$ cat config.mk
export PLATFORM = sky130hd
export DESIGN_NAME = fifo_traffic_ctrl
export DESIGN_NICKNAME = d
export VERILOG_FILES = /design/src/rtl/fifo_traffic_ctrl.sv
export SDC_FILE = /design/constraint.sdc
export NUM_CORES = 1
export LEC_CHECK = 0
export BUFFER_PORTS_ARGS = -buffer_cell sky130_fd_sc_hd__buf_2
export CORE_MARGIN = 5
export CORE_UTILIZATION = 24
export DETAILED_ROUTE_END_ITERATION = 16
export HOLD_SLACK_MARGIN = 0.12
export PLACE_DENSITY = 0.49
export SYNTH_ARGS = -nofsm -noshare
export SYNTH_HDL_FRONTEND = slang
export SYNTH_SLANG_ARGS = --single-unit
$ cat constraint.sdc
create_clock -name clk_in -period 2.9 [get_ports clk_in]
set_clock_uncertainty 0.2 [all_clocks]
set_input_delay 0.435 -clock clk_in [delete_from_list [all_inputs] [get_ports clk_in]]
set_output_delay 0.435 -clock clk_in [all_outputs]
set_load 0.1 [all_outputs]
$ cat src/rtl/fifo_traffic_ctrl.sv
// rtl/fifo_traffic_ctrl.sv - tick-paced fill/drain or interleaved FIFO traffic sequencer
// Optional read-data checker enabled by defining FIFO_TRAFFIC_CHECK_EN.
module fifo_traffic_ctrl #(
    parameter int DATA_W   = 3,
    parameter int TICK_DIV = 8388608,
    parameter int NUM_OPS  = 16
) (
    input  logic              clk_in,
    input  logic              reset_in,
    input  logic              start,
    input  logic              mode,
    input  logic              f_full,
    input  logic              f_empty,
    input  logic [DATA_W-1:0] rd_data,
    output logic              wr_en,
    output logic              rd_en,
    output logic [DATA_W-1:0] wr_data,
    output logic              busy,
    output logic              done,
    output logic [7:0]        err_cnt
);

    localparam int CNT_W = (TICK_DIV > 1) ? $clog2(TICK_DIV) : 1;
    localparam int OPS_W = $clog2(NUM_OPS + 1);

    typedef enum logic [2:0] {S_IDLE, S_WRITE, S_READ, S_ILV, S_DONE} state_t;

    state_t            state_q, state_d;
    logic [CNT_W-1:0]  tick_cnt_q, tick_cnt_d;
    logic [OPS_W-1:0]  op_cnt_q, op_cnt_d;
    logic [DATA_W-1:0] wr_data_q, wr_data_d;
    logic              tick;
    logic              clear_run;

    assign tick    = (tick_cnt_q == CNT_W'(TICK_DIV - 1));
    assign wr_data = wr_data_q;

    always_comb begin
        state_d    = state_q;
        tick_cnt_d = tick ? '0 : tick_cnt_q + CNT_W'(1);
        op_cnt_d   = op_cnt_q;
        wr_data_d  = wr_data_q;
        wr_en      = 1'b0;
        rd_en      = 1'b0;
        busy       = 1'b0;
        done       = 1'b0;
        clear_run  = 1'b0;
        case (state_q)
            S_IDLE: begin
                if (start) begin
                    state_d    = mode ? S_ILV : S_WRITE;
                    tick_cnt_d = '0;
                    op_cnt_d   = '0;
                    wr_data_d  = '0;
                    clear_run  = 1'b1;
                end
            end
            S_WRITE: begin
                busy = 1'b1;
                if (tick) begin
                    if (f_full) begin
                        state_d = S_READ;
                    end else begin
                        wr_en     = 1'b1;
                        wr_data_d = wr_data_q + DATA_W'(1);
                    end
                end
            end
            S_READ: begin
                busy = 1'b1;
                if (tick) begin
                    if (f_empty) state_d = S_DONE;
                    else         rd_en   = 1'b1;
                end
            end
            S_ILV: begin
                busy = 1'b1;
                if (tick) begin
                    op_cnt_d = op_cnt_q + OPS_W'(1);
                    // Blocked slots still consume an op so the run length is fixed.
                    if (!op_cnt_q[0]) begin
                        if (!f_full) begin
                            wr_en     = 1'b1;
                            wr_data_d = wr_data_q + DATA_W'(1);
                        end
                    end else if (!f_empty) begin
                        rd_en = 1'b1;
                    end
                    if (op_cnt_q == OPS_W'(NUM_OPS - 1)) state_d = S_DONE;
                end
            end
            S_DONE: begin
                done    = 1'b1;
                state_d = S_IDLE;
            end
            default: state_d = S_IDLE;
        endcase
        // Reset wins over a coincident tick: no strobe escapes in the reset cycle.
        if (reset_in) begin
            wr_en = 1'b0;
            rd_en = 1'b0;
            done  = 1'b0;
        end
    end

    always_ff @(posedge clk_in) begin
        if (reset_in) begin
            state_q    <= S_IDLE;
            tick_cnt_q <= '0;
            op_cnt_q   <= '0;
            wr_data_q  <= '0;
        end else begin
            state_q    <= state_d;
            tick_cnt_q <= tick_cnt_d;
            op_cnt_q   <= op_cnt_d;
            wr_data_q  <= wr_data_d;
        end
    end

`ifdef FIFO_TRAFFIC_CHECK_EN
    logic [DATA_W-1:0] exp_data_q, exp_data_d;
    logic              rd_pend_q, rd_pend_d;
    logic [7:0]        err_cnt_q, err_cnt_d;

    always_comb begin
        rd_pend_d  = rd_en;
        exp_data_d = exp_data_q;
        err_cnt_d  = err_cnt_q;
        if (clear_run) begin
            exp_data_d = '0;
            err_cnt_d  = '0;
        end else if (rd_pend_q) begin
            exp_data_d = exp_data_q + DATA_W'(1);
            if (rd_data != exp_data_q && err_cnt_q != 8'hFF) err_cnt_d = err_cnt_q + 8'd1;
        end
    end

    always_ff @(posedge clk_in) begin
        if (reset_in) begin
            exp_data_q <= '0;
            rd_pend_q  <= 1'b0;
            err_cnt_q  <= '0;
        end else begin
            exp_data_q <= exp_data_d;
            rd_pend_q  <= rd_pend_d;
            err_cnt_q  <= err_cnt_d;
        end
    end

    assign err_cnt = err_cnt_q;
`else
    logic unused_chk;
    assign unused_chk = ^{rd_data, clear_run};
    assign err_cnt    = '0;
`endif

endmodule

==> results by group <==
Outcome
  – Status: complete, no violations

Layout
  – Layout Nets: 230
  – Area Overhead vs Synth: 16.2%
  – Most frequent cells in the layout: dfxtp_1, nor2_1, nand3_1
  – Final core utilization: 28.5%
  – Commonest non-fill, non-tap cell in the layout: dfxtp_1
  – Antenna diodes: 0
  – Layout cells sized above 1: 16.1%

STA
  – Fin crit period: 2770 ps
  – Hold Slack: 193 ps
  – Final period util: 95.4%
  – Final setup violation count: 0
  – Final setup margin: 133 ps
  – Worst slew pin tran: 522 ps
  – Fin. max-slew vios: 0
  – Final Hold Fails: 0
  – Max Freq: 361 MHz
  – Slew HR: 65.1%

Critical path
  – CP max FO: 5
  – CP Class: flip-flop to output pin
  – Slowest stage cell on the critical path: dfxtp_1
  – Crit end category: output pin
  – Crit. Startpoint: tick_cnt_q[1]
  – Reg2Reg Capture Point: tick_cnt_q[5]
  – Worst setup SP type: flip-flop
  – Reg2reg setup slack: 560 ps
  – Critical path data arrival time: 2130 ps
  – Worst r2r path cells: 8
  – CP Capture Point: rd_en
  – Max incr delay on CP: 350 ps
  – CP cell instances: ha_2, nand3_1, nor4_4, buf_4, nand4_4, nor4b_4, buf_12
  – CP required: 2270 ps
  – Reg2reg start: tick_cnt_q[1]

Min path
  – HP Class: input port to flip-flop
  – Hold Startpoint: reset_in

CTS
  – Clk Latency, worst-skew pair: 280 ps
  – Total CTS buffers: 5
  – CTS H-Tree Depth: 2
  – Clock root cell: clkbuf_8
  – Clk slew on worst S/H paths: 70 ps
  – CTS tree: yes
  – Clock Sinks: 34
  – Clock Tree Buf Depth: 2

Floorplanning
  – Chip width: 95.9 um
  – Initial Util: 24.5%
  – FP Rows: 31
  – DIE AREA: 0.00919 mm^2
  – Die Y: 95.9 um
  – Core area: 0.00721 mm^2
  – IO Pins: 24

Placed design
  – Final GP Congestion: 0.731
  – Final HPWL DP: 2500 um
  – Port Buffers: 12
  – Worst slack at placement: 408 ps

GRT
  – Congestion Overflow GR: 0
  – Initial antenna violation count: 0
  – Total Routing Usage GR: 8.23%
  – Vias in the first global route: 1295
  – Largest net degree at the start of global routing: 22
  – Global-route wire length before repair: 5940 um

Route
  – WL per Instance: 11.1 um
  – Initial drt markers: 26
  – Drt drc: 0
  – Avg Vias per Cell: 4.44
  – Routed Antenna Nets: 0
  – Vias: 1406
  – Routed wire length: 3530 um
  – Drt pass-1 iters: 4

Pwr
  – VDD IR max: 0.191 mV
  – LEAKAGE: 0.775 nW
  – Power consumption: 0.996 mW
  – Power per cell area: 485 mW/mm^2

Yosys
  – Synth area leader: dfxtp_1
  – Post-synth EDFFs: 0
  – Syn avg cell area: 8.72 um^2
  – Ys flop type: dfxtp_1
  – Yosys warns: 0
  – Yosys top cell area share: 38.5%
  – Ranking of synthesized cells by area: dfxtp_1, nor2_1, xor2_1, nand3_1, xnor2_1
  – Count of cell types in the netlist: 46
  – Share of synthesized registers carrying an async set or reset: 0%
  – Post-Synthesis Cells: 203
  – Post-synthesis cell area: 0.00177 mm^2
  – Register area share after synthesis: 38.5%
  – Number of synthesized register bits: 34

Flow run
  – Max cap viols: 0
-- routing by layer --
| metal | global-route usage (%) | vias up | routed length, um |
|---|---|---|---|
| met5 | 0 | - | 0 |
| met4 | 2.84 | 0 | 48 |
| met3 | 2.42 | 5 | 146 |
| met2 | 13.0 | 18 | 1600 |
| met1 | 10.6 | 661 | 1730 |
| li1 | - | 722 | - |
-- report_power, final --
part	switching, mW	total [mW]	internal (mW)
Clock	0.178	0.368	0.191
Combinational	0.109	0.136	0.0273
Sequential	0.0169	0.491	0.475
-- repair_timing --
| item | CTS | global route |
|---|---|---|
| setup endpoints to repair | 0 | 2 |
| endpoints found under the hold margin | 0 | 0 |
| buffers inserted | 0 | 1 |
| hold buffers | 0 | 0 |
| resized for setup | 0 | 3 |
-- per-stage QoR --
step	instance area (um^2)	instances	setup TNS, ps
2_1_floorplan	1820	210	0
3_3_place_gp	1940	308	0
3_5_place_dp	1940	308	0
4_1_cts	2040	316	0
5_1_grt	2060	317	-8.02
6_report	2060	317	0
-- area by class of cell --
cell class	count	area, um^2
fill	816	5160
multi-input combinational	152	1000
sequential	34	682
tap	99	124
timing repair buffer	16	120
clock buffer	6	82.6
inverter	8	30.0
clock inverter	2	12.5
-- cells in the mapped netlist (3+ instances only) --
cell,n
a21oi_1,4
a31oi_1,3
and3_1,6
buf_4,9
clkbuf_1,3
dfxtp_1,34
ha_1,4
inv_1,8
nand2_1,11
nand3_1,14
nand4_1,6
nor2_1,32
nor3_1,3
o211ai_1,3
o31ai_1,3
xnor2_1,8
xor2_1,13
-- worst max-delay path: cells and delay by family (launching register included) --
kind                     cells  cell delay, ps
adder cells (fa/ha/maj)      1             210
buffers and inverters        2             400
AND/OR/NAND/NOR              4             880
flip-flops                   1             350
-- how the worst min path moves through the flow --
stage | cells past startpoint | endpoint | slack, ps
global placement | 1 | tick_cnt_q[0] | 250
floorplan | 1 | tick_cnt_q[0] | 230
finish | 2 | wr_data[2] | 190
CTS | 2 | wr_data[2] | 190
global route | 2 | wr_data[0] | 210
detailed placement | 1 | tick_cnt_q[0] | 260
-- sequential cells by signal (all words and copies together), names as in the netlist --
register    flops
op_cnt_q        5
state_q         3
tick_cnt_q     23
wr_data         3
-- cell families (layout without fill, tap and decap cells) --
| logic type | after synthesis | count (layout) | share of synthesized area [%] |
|---|---|---|---|
| compound gates | 25 | 25 | 10.3 |
| buf+inv | 24 | 32 | 7.99 |
| mux | 2 | 2 | 1.20 |
| fa+ha+maj | 4 | 4 | 2.83 |
| flops | 34 | 34 | 38.5 |
| simple gates | 92 | 92 | 28.6 |
| xor+xnor | 21 | 21 | 10.4 |
| other cells | 1 | 8 | 0.212 |
Note: power is estimated with default switching activity, not from simulation.
